**src/rtl/servo_sequencer_if.sv**
```systemverilog
// servo_sequencer_if: configuration, control and status bundle between host logic and the sequencer.
// Latency: none; plain wires grouped for port hygiene.
// Backpressure: none; host-side signals are sampled every cycle by the sequencer.
interface servo_sequencer_if #(
    parameter int NUM_SERVOS = 4,
    parameter int DEPTH      = 16,
    parameter int DWELL_W    = 8
);
    localparam int AW = $clog2(DEPTH);

    logic                  cfg_we;
    logic [AW-1:0]         cfg_addr;
    logic [NUM_SERVOS-1:0] cfg_pos;
    logic [DWELL_W-1:0]    cfg_dwell;
    logic                  cfg_last;
    logic                  start;
    logic                  stop;
    logic                  busy;
    logic                  done;
    logic [AW-1:0]         step_idx;
    logic [NUM_SERVOS-1:0] pos_out;
    logic                  main_program;
    logic                  frame_tick;

    // Host / config side.
    modport master (
        output cfg_we, cfg_addr, cfg_pos, cfg_dwell, cfg_last, start, stop,
        input  busy, done, step_idx, pos_out, main_program, frame_tick
    );

    // Sequencer side.
    modport slave (
        input  cfg_we, cfg_addr, cfg_pos, cfg_dwell, cfg_last, start, stop,
        output busy, done, step_idx, pos_out, main_program, frame_tick
    );
endinterface

```
**src/rtl/servo_sequencer.sv**
```systemverilog
// servo_sequencer: steps a table of servo position masks, each held for whole PWM frames.
// Latency: start sampled at edge E -> busy/main_program/pos_out valid from E+1; all outputs registered.
// Backpressure: none; table writes accepted any cycle, start ignored while running, stop aborts next edge.
// Optional macro SERVO_SEQ_LOOP_EN: after the last step, restart at entry 0 instead of finishing.
module servo_sequencer #(
    parameter int NUM_SERVOS = 4,
    parameter int DEPTH      = 16,
    parameter int FRAME_CLKS = 1000000,
    parameter int DWELL_W    = 8
) (
    input logic             mclk,
    input logic             reset,
    servo_sequencer_if.slave bus
);
    localparam int AW = $clog2(DEPTH);
    localparam int FW = (FRAME_CLKS > 1) ? $clog2(FRAME_CLKS) : 1;
    localparam logic [FW-1:0] FRAME_LAST = FW'(FRAME_CLKS - 1);
    // Count value one cycle before the frame's final cycle, used to register frame_tick.
    localparam logic [FW-1:0] FRAME_PRE  = FW'((FRAME_CLKS > 1) ? FRAME_CLKS - 2 : 0);
    // With a one-cycle frame every running cycle is a frame end.
    localparam logic TICK_AT_ZERO = (FRAME_CLKS == 1);
    localparam logic [AW-1:0] IDX_LAST = AW'(DEPTH - 1);

    typedef enum logic {IDLE, RUN} state_t;

    // Step table.
    logic [NUM_SERVOS-1:0] tbl_pos   [DEPTH];
    logic [DWELL_W-1:0]    tbl_dwell [DEPTH];
    logic                  tbl_last  [DEPTH];

    // Sequencer state and registered outputs.
    state_t                state;
    logic                  cur_last;
    logic [DWELL_W-1:0]    dwell_cnt;
    logic [FW-1:0]         frame_cnt;
    logic                  busy;
    logic                  done;
    logic [AW-1:0]         step_idx;
    logic [NUM_SERVOS-1:0] pos_out;
    logic                  main_program;
    logic                  frame_tick;

    // Next-entry selection and the fields it would load this cycle.
    logic                  frame_end;
    logic                  seq_end;
    logic [AW-1:0]         ld_idx;
    logic [NUM_SERVOS-1:0] ld_pos;
    logic [DWELL_W-1:0]    ld_dwell;
    logic                  ld_last;

    assign bus.busy         = busy;
    assign bus.done         = done;
    assign bus.step_idx     = step_idx;
    assign bus.pos_out      = pos_out;
    assign bus.main_program = main_program;
    assign bus.frame_tick   = frame_tick;

    // Table writes; reset clears every entry to {0, 0, 0}.
    always_ff @(posedge mclk) begin
        if (reset) begin
            for (int i = 0; i < DEPTH; i++) begin
                tbl_pos[i]   <= '0;
                tbl_dwell[i] <= '0;
                tbl_last[i]  <= 1'b0;
            end
        end else if (bus.cfg_we) begin
            tbl_pos[bus.cfg_addr]   <= bus.cfg_pos;
            tbl_dwell[bus.cfg_addr] <= bus.cfg_dwell;
            tbl_last[bus.cfg_addr]  <= bus.cfg_last;
        end
    end

    // Pick the entry a load would use; reads the pre-write table contents.
    always_comb begin
        frame_end = (frame_cnt == FRAME_LAST);
        seq_end   = cur_last || (step_idx == IDX_LAST);
        ld_idx    = '0;
        if (state == RUN && !seq_end) begin
            ld_idx = step_idx + 1'b1;
        end
        ld_pos   = tbl_pos[ld_idx];
        ld_last  = tbl_last[ld_idx];
        ld_dwell = (tbl_dwell[ld_idx] == '0) ? DWELL_W'(1) : tbl_dwell[ld_idx];
    end

    // IDLE/RUN control with frame counting and registered outputs.
    always_ff @(posedge mclk) begin
        if (reset) begin
            state        <= IDLE;
            cur_last     <= 1'b0;
            dwell_cnt    <= '0;
            frame_cnt    <= '0;
            busy         <= 1'b0;
            done         <= 1'b0;
            step_idx     <= '0;
            pos_out      <= '0;
            main_program <= 1'b0;
            frame_tick   <= 1'b0;
        end else begin
            done <= 1'b0;
            case (state)
                IDLE: begin
                    if (bus.start && !bus.stop) begin
                        state        <= RUN;
                        busy         <= 1'b1;
                        main_program <= 1'b1;
                        pos_out      <= ld_pos;
                        step_idx     <= ld_idx;
                        dwell_cnt    <= ld_dwell;
                        cur_last     <= ld_last;
                        frame_cnt    <= '0;
                        frame_tick   <= TICK_AT_ZERO;
                    end
                end
                RUN: begin
                    if (bus.stop) begin
                        state        <= IDLE;
                        busy         <= 1'b0;
                        main_program <= 1'b0;
                        frame_tick   <= 1'b0;
                    end else if (!frame_end) begin
                        frame_cnt  <= frame_cnt + 1'b1;
                        frame_tick <= (frame_cnt == FRAME_PRE);
                    end else if (dwell_cnt > DWELL_W'(1)) begin
                        dwell_cnt  <= dwell_cnt - 1'b1;
                        frame_cnt  <= '0;
                        frame_tick <= TICK_AT_ZERO;
                    end else if (seq_end) begin
`ifdef SERVO_SEQ_LOOP_EN
                        pos_out    <= ld_pos;
                        step_idx   <= ld_idx;
                        dwell_cnt  <= ld_dwell;
                        cur_last   <= ld_last;
                        frame_cnt  <= '0;
                        frame_tick <= TICK_AT_ZERO;
`else
                        state        <= IDLE;
                        busy         <= 1'b0;
                        main_program <= 1'b0;
                        frame_tick   <= 1'b0;
                        frame_cnt    <= '0;
                        done         <= 1'b1;
`endif
                    end else begin
                        pos_out    <= ld_pos;
                        step_idx   <= ld_idx;
                        dwell_cnt  <= ld_dwell;
                        cur_last   <= ld_last;
                        frame_cnt  <= '0;
                        frame_tick <= TICK_AT_ZERO;
                    end
                end
                default: state <= IDLE;
            endcase
        end
    end
endmodule
```
**src/flat_wrapper.sv**
```systemverilog
// flat-port wrapper written by rule: the top's interface ports become plain ports
module servo_sequencer_flat 
#(
    parameter int NUM_SERVOS = 4,
    parameter int DEPTH      = 16,
    parameter int FRAME_CLKS = 1000000,
    parameter int DWELL_W    = 8
)
  (mclk, reset, bus_cfg_we, bus_cfg_addr, bus_cfg_pos, bus_cfg_dwell, bus_cfg_last, bus_start, bus_stop, bus_busy, bus_done, bus_step_idx, bus_pos_out, bus_main_program, bus_frame_tick);
  servo_sequencer_if #(.NUM_SERVOS(NUM_SERVOS), .DEPTH(DEPTH), .DWELL_W(DWELL_W)) bus_i ();
  input logic mclk;
  input logic reset;
  input wire logic [$bits(bus_i.cfg_we)-1:0] bus_cfg_we;
  input wire logic [$bits(bus_i.cfg_addr)-1:0] bus_cfg_addr;
  input wire logic [$bits(bus_i.cfg_pos)-1:0] bus_cfg_pos;
  input wire logic [$bits(bus_i.cfg_dwell)-1:0] bus_cfg_dwell;
  input wire logic [$bits(bus_i.cfg_last)-1:0] bus_cfg_last;
  input wire logic [$bits(bus_i.start)-1:0] bus_start;
  input wire logic [$bits(bus_i.stop)-1:0] bus_stop;
  output wire logic [$bits(bus_i.busy)-1:0] bus_busy;
  output wire logic [$bits(bus_i.done)-1:0] bus_done;
  output wire logic [$bits(bus_i.step_idx)-1:0] bus_step_idx;
  output wire logic [$bits(bus_i.pos_out)-1:0] bus_pos_out;
  output wire logic [$bits(bus_i.main_program)-1:0] bus_main_program;
  output wire logic [$bits(bus_i.frame_tick)-1:0] bus_frame_tick;
  assign bus_i.cfg_we = bus_cfg_we;
  assign bus_i.cfg_addr = bus_cfg_addr;
  assign bus_i.cfg_pos = bus_cfg_pos;
  assign bus_i.cfg_dwell = bus_cfg_dwell;
  assign bus_i.cfg_last = bus_cfg_last;
  assign bus_i.start = bus_start;
  assign bus_i.stop = bus_stop;
  assign bus_busy = bus_i.busy;
  assign bus_done = bus_i.done;
  assign bus_step_idx = bus_i.step_idx;
  assign bus_pos_out = bus_i.pos_out;
  assign bus_main_program = bus_i.main_program;
  assign bus_frame_tick = bus_i.frame_tick;
  servo_sequencer #(.NUM_SERVOS(NUM_SERVOS), .DEPTH(DEPTH), .FRAME_CLKS(FRAME_CLKS), .DWELL_W(DWELL_W)) u_core (.mclk(mclk), .reset(reset), .bus(bus_i));
endmodule
```
**config.mk**
```make
export PLATFORM = sky130hd
export DESIGN_NAME = servo_sequencer_flat
export DESIGN_NICKNAME = d
export VERILOG_FILES = /design/src/rtl/servo_sequencer_if.sv /design/src/rtl/servo_sequencer.sv /design/src/flat_wrapper.sv
export SDC_FILE = /design/constraint.sdc
export NUM_CORES = 1
export LEC_CHECK = 0
export CAP_MARGIN = 10
export CORE_UTILIZATION = 55
export DETAILED_ROUTE_END_ITERATION = 8
export DONT_BUFFER_PORTS = 1
export PLACE_DENSITY = 0.72
export SETUP_SLACK_MARGIN = 0.5
export SKIP_CTS_REPAIR_TIMING = 1
export SYNTH_ARGS = -nofsm -noshare
export SYNTH_HDL_FRONTEND = slang
export SYNTH_SLANG_ARGS = --single-unit
```
**constraint.sdc**
```tcl
create_clock -name mclk -period 7.8 [get_ports mclk]
set_clock_uncertainty 0.15 [all_clocks]
set_input_delay 1.56 -clock mclk [delete_from_list [all_inputs] [get_ports mclk]]
set_output_delay 1.56 -clock mclk [all_outputs]
set_load 0.01 [all_outputs]
```
Word-level counts from Yosys, hierarchy flattened
Memory sizes are Yosys's and may differ from the RTL's.
Index checks and enable logic that the tools add are counted.

operators by class
  muxes and demuxes = 61
  shift-type cells = 0
  reductions and logical operators = 14
  div/mod/pow operators = 0
  multiply operators = 0
  equal/unequal tests = 12
  order comparisons = 1
  bitwise operators = 2
  $add $sub $neg = 3

operators by type and width
  operator                 number
  $mux W20                 3
  $mux W4                  15
  $mux W8                  7
  $eq A20 B20 Y1 const B   2
  $pmux W20 S2             1
  $mux W1                  28
  $add A20 B1 Y20 const B  1
  $pmux W4 S2              2
  $pmux W8 S2              1
  $ne A3 B3 Y1 const B     4
  $gt A8 B1 Y1 const B     1
  $logic_not A8 Y1         1
  $ne A2 B2 Y1 const B     4
  $pmux W1 S2              4
  $reduce_and A4 Y1        2
  $reduce_or A8 Y1         1
  $sub A8 B1 Y8 const B    1
  $reduce_and A5 Y1        1
  $reduce_or A5 Y1         1
  $add A4 B1 Y4 const B    1
  $eq A4 B4 Y1 const B     1
  $reduce_or A4 Y1         1
  $logic_and A1 B1 Y1      2
  $logic_not A1 Y1         2
  5 further kinds          6

word-level totals
  bits in latches = 0
  input bits = 22
  memories = 3
  memory bits (writable) = 208
  register bits after elaboration = 41
  bits in read-only memories = 0
  logic and storage cells = 105
  output and inout bits = 12

memory list
  memory            depth  bits a word  rd ports  clocked after Yosys merged registers in  wr ports  RTL line               RTL
  u_core.tbl_dwell  16     8            1         0                                        16        servo_sequencer.sv:28  logic [DWELL_W-1:0] tbl_dwell [DEPTH];
  u_core.tbl_pos    16     4            1         0                                        16        servo_sequencer.sv:27  logic [NUM_SERVOS-1:0] tbl_pos [DEPTH];
  u_core.tbl_last   16     1            1         0                                        16        servo_sequencer.sv:29  logic tbl_last [DEPTH];

Longest topological paths before layout
Gate-level depths: netlist of run 1.
An unclocked memory read counts as a cell.

  depth in word-level cells = 13
  mapped depth = 11
  gate-level depth less buffers = 10

Worst setup path after synthesis of run 1
OpenSTA, ideal clock, no wires.

  path type = input to register
  from = input port reset
  to = memory u_core.tbl_dwell[0][0], enable pin
  stages on the path = 5
  slack = 4541 ps
  setup time = 324 ps
  path buffers = 1
  arrival time = 2785 ps
  required time = 7326 ps
  path through = clkbuf_1 -> nand2b_1 -> or3_1 -> nor3_1 -> or2_2

RTL lines
  element             RTL line               RTL
  start: declaration  flat_wrapper.sv:12     input logic reset;
  end: declaration    servo_sequencer.sv:28

Worst setup path in the final report of run 1
  from = register u_core.step_idx[0] (netlist: u_core.bus.step_idx[0])
  to = register u_core.dwell_cnt[0]

on the way
  word-level cells in the longest chain between the ends = 13
  elaborated cells on any way between the ends = 17
  classes of those cells = add/sub: 1; eq/ne: 2; mux: 8; reduce/logical: 5; memory: 1

RTL lines
  element                                                                  RTL line                RTL
  start: declaration                                                       servo_sequencer.sv:38   logic [AW-1:0] step_idx;
  start signal: assignment                                                 servo_sequencer.sv:108  step_idx <= ld_idx;
  start signal: assignment                                                 servo_sequencer.sv:146  step_idx <= ld_idx;
  parallel branches: the longest is 13 deep, another holds $mem_v2 Z16 W8  n/a
  end signal: assignment                                                   servo_sequencer.sv:109  dwell_cnt <= ld_dwell;
  end signal: assignment                                                   servo_sequencer.sv:125  dwell_cnt <= dwell_cnt - 1'b1;
  end signal: assignment                                                   servo_sequencer.sv:147  dwell_cnt <= ld_dwell;
  end: declaration                                                         servo_sequencer.sv:34   logic [DWELL_W-1:0] dwell_cnt;

Parallel ways; which one is timed is not known. The select of a mux whose other input is x is not followed.
A chain may end at the register's enable or synchronous reset.

==> impl_metrics.tcl, run 1 <==
set metrics [dict create \
    status "finished clean" \
    fmax_mhz 249 \
    grt_pass1_vias 7532 \
    tightest_slew_ps 1220 \
    synthCells 1014 \
    synth_top_family_by_area "simple AND/OR/NAND/NOR gates" \
    coreArea_um2 21100 \
    cp-end-kind "flop" \
    gp_congestion 0.889 \
    cts_tree "built" \
    drc 0 \
    fin_area_um2 12900 \
    syn_nets 1041 \
    cp-start-kind "flop" \
    finalHoldViolations 0 \
    grt_pass1_wl_um 45000 \
    antennaDiodeCount 0 \
    worstPathRequired_ps 8100 \
    io_pins 34 \
    clkPwrFrac 0.418 \
    finalSetupTns_ps 0 \
    ant_nets 0 \
    synth_seq_cells 249 \
    avgViaCountPerCell 6.16 \
    cts_made_buffers 26 \
    fin_crit_ps 4010 \
    synth_area_per_cell_um2 11.7 \
    cts_sinks 249 \
    combPwrFrac 0.053 \
    start_util 0.562 \
    cp_max_fo 79 \
    drt_first_pass_iters 5 \
    relSlewSlack 0.185 \
    clk_latency_ps 540 \
    p_sw_frac 0.218 \
    hold_path.class "flop to flop" \
    placed_area_um2 12000 \
    n_fill_cell 1657 \
    ir_drop_v 0.000169 \
    finalWirelength_um 30200 \
    drive_above_1_share 0.105 \
    die_area_um2 22100 \
    period_share 0.514 \
    synth_compound_area_frac 0.0950 \
    ys_seq_area_frac 0.596 \
    rows 53 \
    grt_antenna_before_repair 0 \
    p_per_area_nw_per_um2 226 \
    final_util 0.610 \
    areaGrowthSynthToFinish_pct 8.44 \
    clk_path_buf_depth 3 \
    finalSetupViolations 0 \
    path_clk_slew_ps 60 \
    synth_edf_count 208 \
    power.internal_w 0.00227 \
    power_switching_w 0.000632 \
    die_height_um 149 \
    synth_cell_types 63 \
    yosys-mux-area-fraction 0.0415 \
    drtIter0Drc 755 \
    grt_start_max_net_pins 80 \
    wl_per_cell_um 23.7 \
    maxSlewViolCount 0 \
    dp_hpwl_um 19600 \
    crit_type "flop to flop" \
    synth-simple-area-share 0.220 \
    async_flop_share 0 \
    ys.flop_type "edfxtp_1" \
    cp_data_arrival_time_ps 4310 \
    htreeDepth 1 \
    synth_fa_ha_area_frac 0.00528 \
    cap_violations 0 \
    layout.nets 1007 \
    io_buffer_count 0 \
    p_seq_frac 0.530 \
    cts-root-buf "clkbuf_16" \
    power.static_leakage_nw 4.39 \
    vias 7860 \
    synth_area_um2 11900 \
    synth_xor_area_frac 0.0139 \
    rsz0062_at_grt "no" \
    grt-ovfl-total 0 \
    die_w_um 149 \
    gr-usage-all-layers 0.278 \
    synth_warnings 0 \
]
==> stage by stage <==
step                std cells  total power, W  hold slack [ps]  worst slack [ps]
detailed placement       1227         0.00172              318              3870
finish                   1275         0.00290              329              3790
global placement         1227         0.00171              310              3940
CTS                      1275         0.00291              326              3860
global route             1275         0.00298              355              3550
floorplan                1014         0.00167              295              4540
==> layer usage <==
metal  vias to the layer above  GRT usage  part of all wire
li1                       3605          -                 -
met1                      3861      0.356              0.39
met2                       312      0.467              0.49
met3                        82     0.0355             0.064
met4                         0      0.139             0.056
met5                         -          0                 0
==> worst max-delay path, stage by stage (launching register included) <==
cell and delay [ps]:
dfxtp_2 330, buf_4 630, and3_1 360, xnor2_1 140, nor2_2 960, mux2i_1 300, a32oi_1 150, a22o_1 290
or4_1 430, o31ai_2 170
==> synthesized netlist by cell type (6+ instances only) <==
cell | instances | area share
xor2_1 | 11 | 0.0081
nor3_1 | 15 | 0.0063
clkbuf_1 | 64 | 0.020
nand3_1 | 18 | 0.0076
inv_1 | 9 | 0.0028
a311oi_1 | 8 | 0.0059
edfxtp_1 | 208 | 0.53
buf_2 | 6 | 0.0025
and3_1 | 8 | 0.0042
xnor2_1 | 6 | 0.0044
dfxtp_1 | 41 | 0.069
nor2_1 | 72 | 0.023
and2_1 | 211 | 0.11
a22oi_1 | 6 | 0.0038
mux2i_1 | 12 | 0.010
o311ai_0 | 20 | 0.015
nor2b_1 | 8 | 0.0042
o22ai_1 | 13 | 0.0069
nand2_1 | 48 | 0.015
or3_1 | 6 | 0.0032
o221ai_1 | 6 | 0.0044
nand2b_1 | 29 | 0.015
o21ai_0 | 16 | 0.0068
buf_1 | 6 | 0.0019
or2_2 | 19 | 0.010
mux4_2 | 12 | 0.023
a21oi_1 | 37 | 0.016
a211oi_1 | 17 | 0.011
mux2_2 | 9 | 0.0085
==> cells by family (layout without fill, tap and decap cells) <==
logic type / Yosys count / in the layout
AOI/OAI and AO/OA: 159 / 159
xor gates and xnor gates: 18 / 18
adders and majority gates: 5 / 5
buffers and inverters: 86 / 72
DFF: 249 / 249
muxes: 33 / 33
and+or+nand+nor: 464 / 464
==> sequential cells by signal, indices dropped and copies added (netlist names) <==
signal                   flops
u_core.tbl_dwell           128
u_core.tbl_pos              64
u_core.frame_cnt            20
u_core.tbl_last             16
u_core.dwell_cnt             8
u_core.bus.pos_out           4
u_core.bus.step_idx          4
u_core.bus.done              1
u_core.bus.frame_tick        1
u_core.bus.main_program      1
u_core.cur_last              1
u_core.state                 1
==> worst paths after layout <==
| kind | startpoint | to | slack, ps | cells past startpoint |
|---|---|---|---|---|
| max | u_core.bus.step_idx[0]$_SDFFE_PP0P_ | u_core.dwell_cnt[0]$_SDFFE_PP0P_ | 3790 | 9 |
| min | u_core.dwell_cnt[1]$_SDFFE_PP0P_ | u_core.dwell_cnt[1]$_SDFFE_PP0P_ | 330 | 2 |
| max reg2reg | u_core.bus.step_idx[0]$_SDFFE_PP0P_ | u_core.dwell_cnt[0]$_SDFFE_PP0P_ | 3790 | 9 |
| min reg2reg | u_core.dwell_cnt[1]$_SDFFE_PP0P_ | u_core.dwell_cnt[1]$_SDFFE_PP0P_ | 330 | 2 |
==> final cells by class <==
class | instances | area (um2) | area share
well taps | 275 | 344 | 0.0268
repair buffers | 15 | 113 | 0.00876
inverters | 9 | 33.8 | 0.00263
clock buffers | 32 | 704 | 0.0548
clock inverters | 16 | 134 | 0.0104
multi-input cells | 679 | 4460 | 0.347
flip-flops and latches | 249 | 7070 | 0.550
==> placed cells by master (no fill, tap or decap), types with 13 or more instances in the layout <==
cell type,instances
a211oi_1,17
clkbuf_16,27
and2_1,211
nand3_1,18
nor2_1,72
dfxtp_1,40
or2_2,19
o21ai_0,16
edfxtp_1,208
o311ai_0,20
nor3_1,15
o22ai_1,13
nand2_1,48
buf_4,15
a21oi_1,37
nand2b_1,29
==> power groups by stage <==
stage	Combinational [W]	Clock, W	Sequential [W]
6_report	0.000153	0.00121	0.00154
4_1_cts	0.000152	0.00122	0.00154
3_3_place_gp	0.000150	0	0.00156
3_5_place_dp	0.000151	0	0.00156
2_1_floorplan	0.000122	0	0.00155
5_1_grt	0.000164	0.00127	0.00154
(Power assumes the default switching activity.)
==> run 2, diff against run 1 <==
clock period = 4.1 ns   (was 7.8 ns; I/O delays follow)
==> run 2 against run 1 <==
Sequential share of layout area decreased by 0.50 points; total power is 89% higher; final area grew 0.92%; via count up 2.7%; register-to-register slack got worse by 3000 ps; sequential power rose by 90%; routed wire length up 5.0%; global-route usage grew 1.5 points; maximum frequency increased by 21%; first-iteration DRC count rose by 12%; highest routed layer unchanged.
==> impl_metrics.tcl, run 2 (synthesis results as in run 1) <==
set metrics [dict create \
    io_buffer_count 0 \
    cp_max_fo 19 \
    largestRegisters "u_core.tbl_dwell: 128 flops, u_core.tbl_pos: 64 flops, u_core.frame_cnt: 20 flops" \
    fin_crit_ps 3330 \
    drc 0 \
    worstPathRequired_ps 4410 \
    cts_made_buffers 27 \
    clk_path_buf_depth 3 \
    coreArea_um2 21100 \
    wl_per_cell_um 24.5 \
    power.static_leakage_nw 4.48 \
    grt_start_max_net_pins 61 \
    die_area_um2 22100 \
    finalSetupTns_ps 0 \
    cp_data_arrival_time_ps 3640 \
    p_per_area_nw_per_um2 422 \
    finalWirelength_um 31700 \
    cts_sinks 249 \
    cp-end-kind "flop" \
    final_common_cell "and2_1" \
    relSlewSlack 0.500 \
    crit_type "flop to flop" \
    largest_reg_flops 128 \
    ant_nets 0 \
    grt_antenna_before_repair 0 \
    die_height_um 149 \
    antennaDiodeCount 0 \
    cts_tree "built" \
    gp_congestion 0.866 \
    cp-start-kind "flop" \
    finalHoldViolations 0 \
    fin_area_um2 13000 \
    hold_path.class "input port to flop" \
    die_w_um 149 \
    dp_hpwl_um 20500 \
    n_fill_cell 1653 \
    drt_first_pass_iters 5 \
    drtIter0Drc 849 \
    cts-root-buf "clkbuf_16" \
    maxSlewViolCount 0 \
    finalSetupViolations 0 \
    grt_pass1_vias 7868 \
    final_cell_mix "and2_1, edfxtp_1, nor2_1, nand2_1, dfxtp_1" \
    start_util 0.562 \
    vias 8071 \
    top_register "u_core.tbl_dwell" \
    fmax_mhz 300 \
    rows 53 \
    htreeDepth 1 \
    ir_drop_v 0.000304 \
    layout.nets 1028 \
    period_share 0.812 \
    multiInputGateArea_um2 4470 \
    clk_latency_ps 540 \
    status "finished clean" \
    path_clk_slew_ps 60 \
    grt_pass1_wl_um 47200 \
    avgViaCountPerCell 6.23 \
    cap_violations 0 \
    grt-ovfl-total 0 \
    rsz0062_at_grt "no" \
    io_pins 34 \
    drive_above_1_share 0.120 \
    areaGrowthSynthToFinish_pct 9.44 \
    tightest_slew_ps 743 \
    placed_area_um2 12200 \
    seq_area_um2 7070 \
    gr-usage-all-layers 0.292 \
]
run 2: changes by cell type in the layout (fill, tap and decap cells not counted), sizes merged:
cell	before	now
clkinv	14	12
inv	9	10
clkbuf	32	34
buf	15	35
bufinv	2	1
run 2: path summary, 6_finish.rpt:
kind                                        end  cells past startpoint  slack (ps)                                start
min          u_core.bus.pos_out[0]$_SDFFE_PP0P_                      1         200                                reset
max            u_core.dwell_cnt[0]$_SDFFE_PP0P_                      8         770  u_core.bus.step_idx[1]$_SDFFE_PP0P_
min reg2reg    u_core.dwell_cnt[1]$_SDFFE_PP0P_                      2         330     u_core.dwell_cnt[1]$_SDFFE_PP0P_
max reg2reg    u_core.dwell_cnt[0]$_SDFFE_PP0P_                      8         770  u_core.bus.step_idx[1]$_SDFFE_PP0P_
run 2: metal layers:
metal,vias up,wire [um],part of all wire,global-route usage
met5,-,0,0,0
met4,0,1550,0.049,0.143
met3,89,2530,0.080,0.0511
met2,402,15500,0.49,0.497
met1,3937,12000,0.38,0.362
li1,3643,-,-,-
run 2: power breakdown:
group          total (W)  switching (W)  leakage (nW)  internal, W
combinational   0.000306       0.000195          1.77     0.000111
sequential       0.00292      0.0000514          2.32      0.00287
clock            0.00225       0.000973         0.394      0.00128
run 2: final cells by class:
class                      count  share of cell area
sequential                   249               0.545
multi-input combinational    679               0.344
clock buffer                  34              0.0549
tap                          275              0.0265
timing repair buffer          35              0.0202
clock inverter                14             0.00685
inverter                       9             0.00260
run 2: metrics by stage:
step	cells	util	setup WS, ps	total power [W]	hold WS [ps]
2_1_floorplan	1014	-	1150	0.00318	295
3_3_place_gp	1247	0.577	743	0.00326	307
3_5_place_dp	1247	0.577	703	0.00327	315
4_1_cts	1295	0.615	684	0.00549	180
5_1_grt	1295	0.615	584	0.00560	189
6_report	1295	0.615	771	0.00548	197
run 2: critical path, cell delays in order, from the launching register on:
cell and delay [ps]:
dfxtp_1 380, ha_1 250, a31oi_2 360, or4b_1 840, o221ai_1 320, a32oi_1 90, a22o_1 250, or4_1 420
o31ai_2 180
==> run 3, diff against run 2 <==
PLACE_DENSITY = 0.75   (was 0.72)
clock period = 3 ns   (was 4.1 ns; I/O delays follow)
==> run 3 against run 2 <==
The flow now finishes with violations (hold timing); routed wire length increased by 0.90%; via count up 3.9%; flip-flop and latch count stayed put; sequential power rose by 37%; global-route usage fell by 0.91 points; maximum frequency rose by 14%; worst setup slack got worse by 680 ps; core utilization increased by 3.9 points; critical endpoint unchanged; combinational power rose by 66%; total power increased by 39%.
==> impl_metrics.tcl, run 3 (synthesis results as in run 1) <==
set metrics [dict create \
    cp_max_fo 8 \
    relSlewSlack 0.598 \
    vias 8383 \
    crit_type "flop to flop" \
    placedCellCount 1269 \
    gp_congestion 0.916 \
    largest_reg_flops 128 \
    cts_tree "built" \
    rsz0062_at_grt "yes" \
    cts_made_buffers 26 \
    grt-ovfl-total 0 \
    io_buffer_count 0 \
    grt_start_max_net_pins 47 \
    hold_slack_ps -25.2 \
    cap_violations 0 \
    final_cells 1348 \
    path_clk_slew_ps 60 \
    coreArea_um2 21100 \
    ir_drop_v 0.000518 \
    largestRegisters "u_core.tbl_dwell: 128 flops, u_core.tbl_pos: 64 flops, u_core.frame_cnt: 20 flops" \
    clk_latency_ps 530 \
    dp_hpwl_um 20100 \
    cp-start-kind "flop" \
    cp_data_arrival_time_ps 3220 \
    placed_area_um2 12400 \
    top_register "u_core.tbl_dwell" \
    drtIter0Drc 852 \
    io_pins 34 \
    p_per_area_nw_per_um2 552 \
    grt_pass1_wl_um 46100 \
    grt_antenna_before_repair 0 \
    avgViaCountPerCell 6.22 \
    grt_pass1_vias 7892 \
    final_cell_mix "and2_1, edfxtp_1, nor2_1, buf_4, nand2_1" \
    final_common_cell "and2_1" \
    drc 0 \
    period_share 0.971 \
    tightest_slew_ps 599 \
    violations "hold timing" \
    hold_path.class "input port to flop" \
    die_area_um2 22100 \
    gr-usage-all-layers 0.283 \
    cp-end-kind "flop" \
    layout.nets 1079 \
    die_height_um 149 \
    clk_path_buf_depth 3 \
    power.static_leakage_nw 4.83 \
    die_w_um 149 \
    worstPathRequired_ps 3300 \
    ant_nets 0 \
    finalHoldViolations 10 \
    rows 53 \
    cts_sinks 249 \
    cts-root-buf "clkbuf_16" \
    start_util 0.562 \
    fin_area_um2 13800 \
    wl_per_cell_um 23.7 \
    htreeDepth 1 \
    fmax_mhz 343 \
    maxSlewViolCount 0 \
    fin_crit_ps 2910 \
    areaGrowthSynthToFinish_pct 16.4 \
    finalWirelength_um 32000 \
    drive_above_1_share 0.199 \
    status "complete, but fails checks" \
    finalSetupViolations 0 \
    drt_first_pass_iters 6 \
]
-- run 3: cell count changes in the layout (fill, tap and decap cells not counted), moves of 4 or more --
cell	previous run	this run
o311ai_0	20	16
dfxtp_2	1	5
o311ai_1	0	4
nor3_2	0	4
a211oi_2	0	6
dfxtp_1	40	33
nor3_1	15	10
buf_4	35	68
o21ai_0	16	11
a211oi_1	17	11
clkbuf_1	6	10
buf_6	0	9
buf_12	0	6
-- run 3: path summary, 6_finish.rpt --
kind                                                           from                                   to  slack, ps  cells after the start
worst max register to register  u_core.bus.step_idx[0]$_SDFFE_PP0P_     u_core.dwell_cnt[0]$_SDFFE_PP0P_         90                     11
worst min register to register     u_core.dwell_cnt[1]$_SDFFE_PP0P_     u_core.dwell_cnt[1]$_SDFFE_PP0P_        330                      2
worst max-delay path            u_core.bus.step_idx[0]$_SDFFE_PP0P_     u_core.dwell_cnt[0]$_SDFFE_PP0P_         90                     11
worst min-delay path                                          reset  u_core.bus.step_idx[1]$_SDFFE_PP0P_        -30                      1
-- run 3: cell type report --
cell class                      instances  area (um2)
Fill cell                            1548        7290
Timing Repair Buffer                   86         772
Clock inverter                         11        97.6
Clock buffer                           37         713
Inverter                                9        33.8
Sequential cell                       249        7080
Antenna cell                            1        2.50
Multi-Input combinational cell        680        4750
Tap cell                              275         344
-- run 3: metrics by stage --
step	setup WS, ps	TNS [ps]	power (W)	hold WS (ps)	util
floorplan	331	0	0.00436	295	-
global route	17.7	0	0.00780	-25.8	0.654
global placement	116	0	0.00449	309	0.590
detailed placement	15.4	0	0.00450	316	0.590
CTS	-13.1	-13.1	0.00754	-31.4	0.628
finish	88.2	0	0.00762	-25.2	0.654
-- run 3: critical path, cell delays in order (launching register included) --
cell	delay, ps
dfxtp_4	410
buf_8	150
and3_4	210
xnor2_1	70
buf_4	160
nor2_4	250
buf_4	170
mux2_2	320
a21oi_1	290
a2bb2oi_2	210
nand4_1	180
o31ai_4	260
-- run 3: layer usage --
layer  wire length (um)  share of wire  up-vias  track usage
li1                   -              -     3760            -
met1              12100           0.38     4105        0.359
met2              15700           0.49      419        0.475
met3               2550          0.080       99       0.0434
met4               1650          0.052        0        0.141
met5                  0              0        -      0.00227
-- run 3: power by group --
part | total (W) | leakage (nW) | internal [W] | switching, W
Combinational | 0.000509 | 2.12 | 0.000210 | 0.000299
Clock | 0.00312 | 0.394 | 0.00182 | 0.00130
Sequential | 0.00400 | 2.32 | 0.00392 | 0.0000758
==> RTL edit: new RTL, settings of run 2 <==
`FRAME_CLKS` is set to 1000000 in 2 places; all go to 500000.
--- a/src/rtl/servo_sequencer.sv
+++ b/src/rtl/servo_sequencer.sv
@@ -5,7 +5,7 @@
 module servo_sequencer #(
     parameter int NUM_SERVOS = 4,
     parameter int DEPTH      = 16,
-    parameter int FRAME_CLKS = 1000000,
+    parameter int FRAME_CLKS = 500000,
     parameter int DWELL_W    = 8
 ) (
     input logic             mclk,
--- a/src/flat_wrapper.sv
+++ b/src/flat_wrapper.sv
@@ -3,7 +3,7 @@
 #(
     parameter int NUM_SERVOS = 4,
     parameter int DEPTH      = 16,
-    parameter int FRAME_CLKS = 1000000,
+    parameter int FRAME_CLKS = 500000,
     parameter int DWELL_W    = 8
 )
   (mclk, reset, bus_cfg_we, bus_cfg_addr, bus_cfg_pos, bus_cfg_dwell, bus_cfg_last, bus_start, bus_stop, bus_busy, bus_done, bus_step_idx, bus_pos_out, bus_main_program, bus_frame_tick);
Check against the original RTL: same outputs for any inputs over 10 cycles, from zero or initial values and one cycle with reset high; that may be too few to reach the edited logic, so the function may still have changed.
==> RTL edit against run 2 <==
- synthesized area is 1.6% higher
- sequential cell count is 1 lower
- global-route usage is 1.3 points lower
- wire length is 3.2% lower
- via count is 2.1% higher
- cell area is 0.85% higher
- power is 0.79% higher
- critical path depth stayed put
- utilization is 0.13 points higher
- setup slack better by 0.098 ns
- largest cell class unchanged
- highest routed layer unchanged
==> RTL edit: results <==
metrics = {
    "cells_and_area": {
        "drive_above_1_share_pct": 9.72,
        "reg_top3": "u_core.tbl_dwell (128), u_core.tbl_pos (64), u_core.frame_cnt (19)",
        "fill_cells": 1694,
        "nets": 1066,
    },
    "detailed_routing": {
        "drtIter0Drc": 754,
        "wl_met3_mm": 2.65,
        "wl_met2_mm": 13.7,
        "wl_per_cell_um": 23.0,
        "routed_wl_mm": 30.6,
        "firstDrtPassIters": 6,
        "wl_met1_mm": 13.3,
        "vias_per_cell": 6.17,
    },
    "setup_path": {
        "cpMaxStageDelayCell": "nor2_2",
        "critPathArrivalTime_ns": 3.50,
        "critPathMaxStageDelay_ns": 0.63,
        "cp_max_fo": 15,
        "crit_family": "simple AND/OR/NAND/NOR gates",
    },
    "global_routing": {
        "grtUsageTotal_pct": 27.9,
        "grt_pass1_vias": 7765,
        "grt_max_degree": 58,
        "grt_pass1_wl_mm": 46.1,
    },
    "clock_network": {
        "clock_path_buffers": 3,
        "h-tree-depth": 1,
        "clock_latency_ns": 0.55,
    },
    "outcome": {
        "outcome": "finished clean",
    },
    "place": {
        "globalplace.congestion": 0.936,
        "hpwlAfterDp_mm": 19.7,
        "dp.cells": 1285,
        "placed_cell_area_mm2": 0.0123,
    },
    "power_and_ir_drop": {
        "ir_drop_v": 0.000346,
        "p_leak_nw": 4.51,
    },
    "synth": {
        "synth.most_common_cell": "and2_1",
        "synth_area_leaders": "edfxtp_1 52%, and2_1 11%, dfxtp_1 6.6%, nand2_1 2.1%, mux2i_1 1.8%",
        "yosysUniqueCellTypes": 78,
        "synthTopCellsByCount": "210 x and2_1, 208 x edfxtp_1, 68 x nand2_1",
        "synth.yosys.seq_area_share_pct": 58.5,
        "avgSynthCellArea_um2": 11.4,
    },
    "hold_path": {
        "hold_class": "in -> reg",
    },
    "timing": {
        "worstMarginPinSlew_ns": 0.896,
    },
}
## RTL edit: cell families after synthesis
group | share of synthesized area (%)
compound gates | 11.5
fa+ha+maj | 0.519
buf+inv | 3.26
simple gates | 22.7
mux | 2.39
xor+xnor | 1.15
flops | 58.5
## RTL edit: layout make-up
cell class / count / area share (%)
clock inverters: 12 / 0.631
multi-input cells: 723 / 35.2
clock buffers: 38 / 5.71
repair buffers: 26 / 1.59
inverters: 13 / 0.373
well taps: 275 / 2.63
flip-flops and latches: 248 / 53.9
## RTL edit: routing by layer
layer | vias up | GRT usage, %
met3 | 63 | 5.52
met5 | - | 0
met2 | 376 | 42.8
met4 | 0 | 9.09
met1 | 3978 | 39.9
li1 | 3821 | -
## RTL edit: report_power, final
| part | internal [mW] | leakage (nW) | switching [mW] |
|---|---|---|---|
| Sequential | 2.86 | 2.31 | 0.0504 |
| Clock | 1.32 | 0.401 | 0.967 |
| Combinational | 0.107 | 1.80 | 0.215 |
| Total | 4.29 | 4.51 | 1.23 |
## RTL edit: metrics by stage
step / total power [mW] / hold slack (ns) / util [%] / setup WS (ns)
floorplan: 3.18 / 0.299 / - / 1.59
global placement: 3.28 / 0.316 / 57.8 / 1.06
detailed placement: 3.28 / 0.318 / 57.8 / 0.974
CTS: 5.54 / 0.200 / 61.7 / 0.959
global route: 5.67 / 0.195 / 61.7 / 0.751
finish: 5.52 / 0.213 / 61.7 / 0.869
## RTL edit: worst paths after layout
path	from	to	slack, ns	depth (start not counted)
worst max register to register	u_core.bus.step_idx[1]	u_core.dwell_cnt[0]	0.87	8
worst min register to register	u_core.frame_cnt[17]	u_core.frame_cnt[17]	0.33	1
worst min-delay path	reset	u_core.bus.frame_tick	0.21	1
worst max-delay path	u_core.bus.step_idx[1]	u_core.dwell_cnt[0]	0.87	8
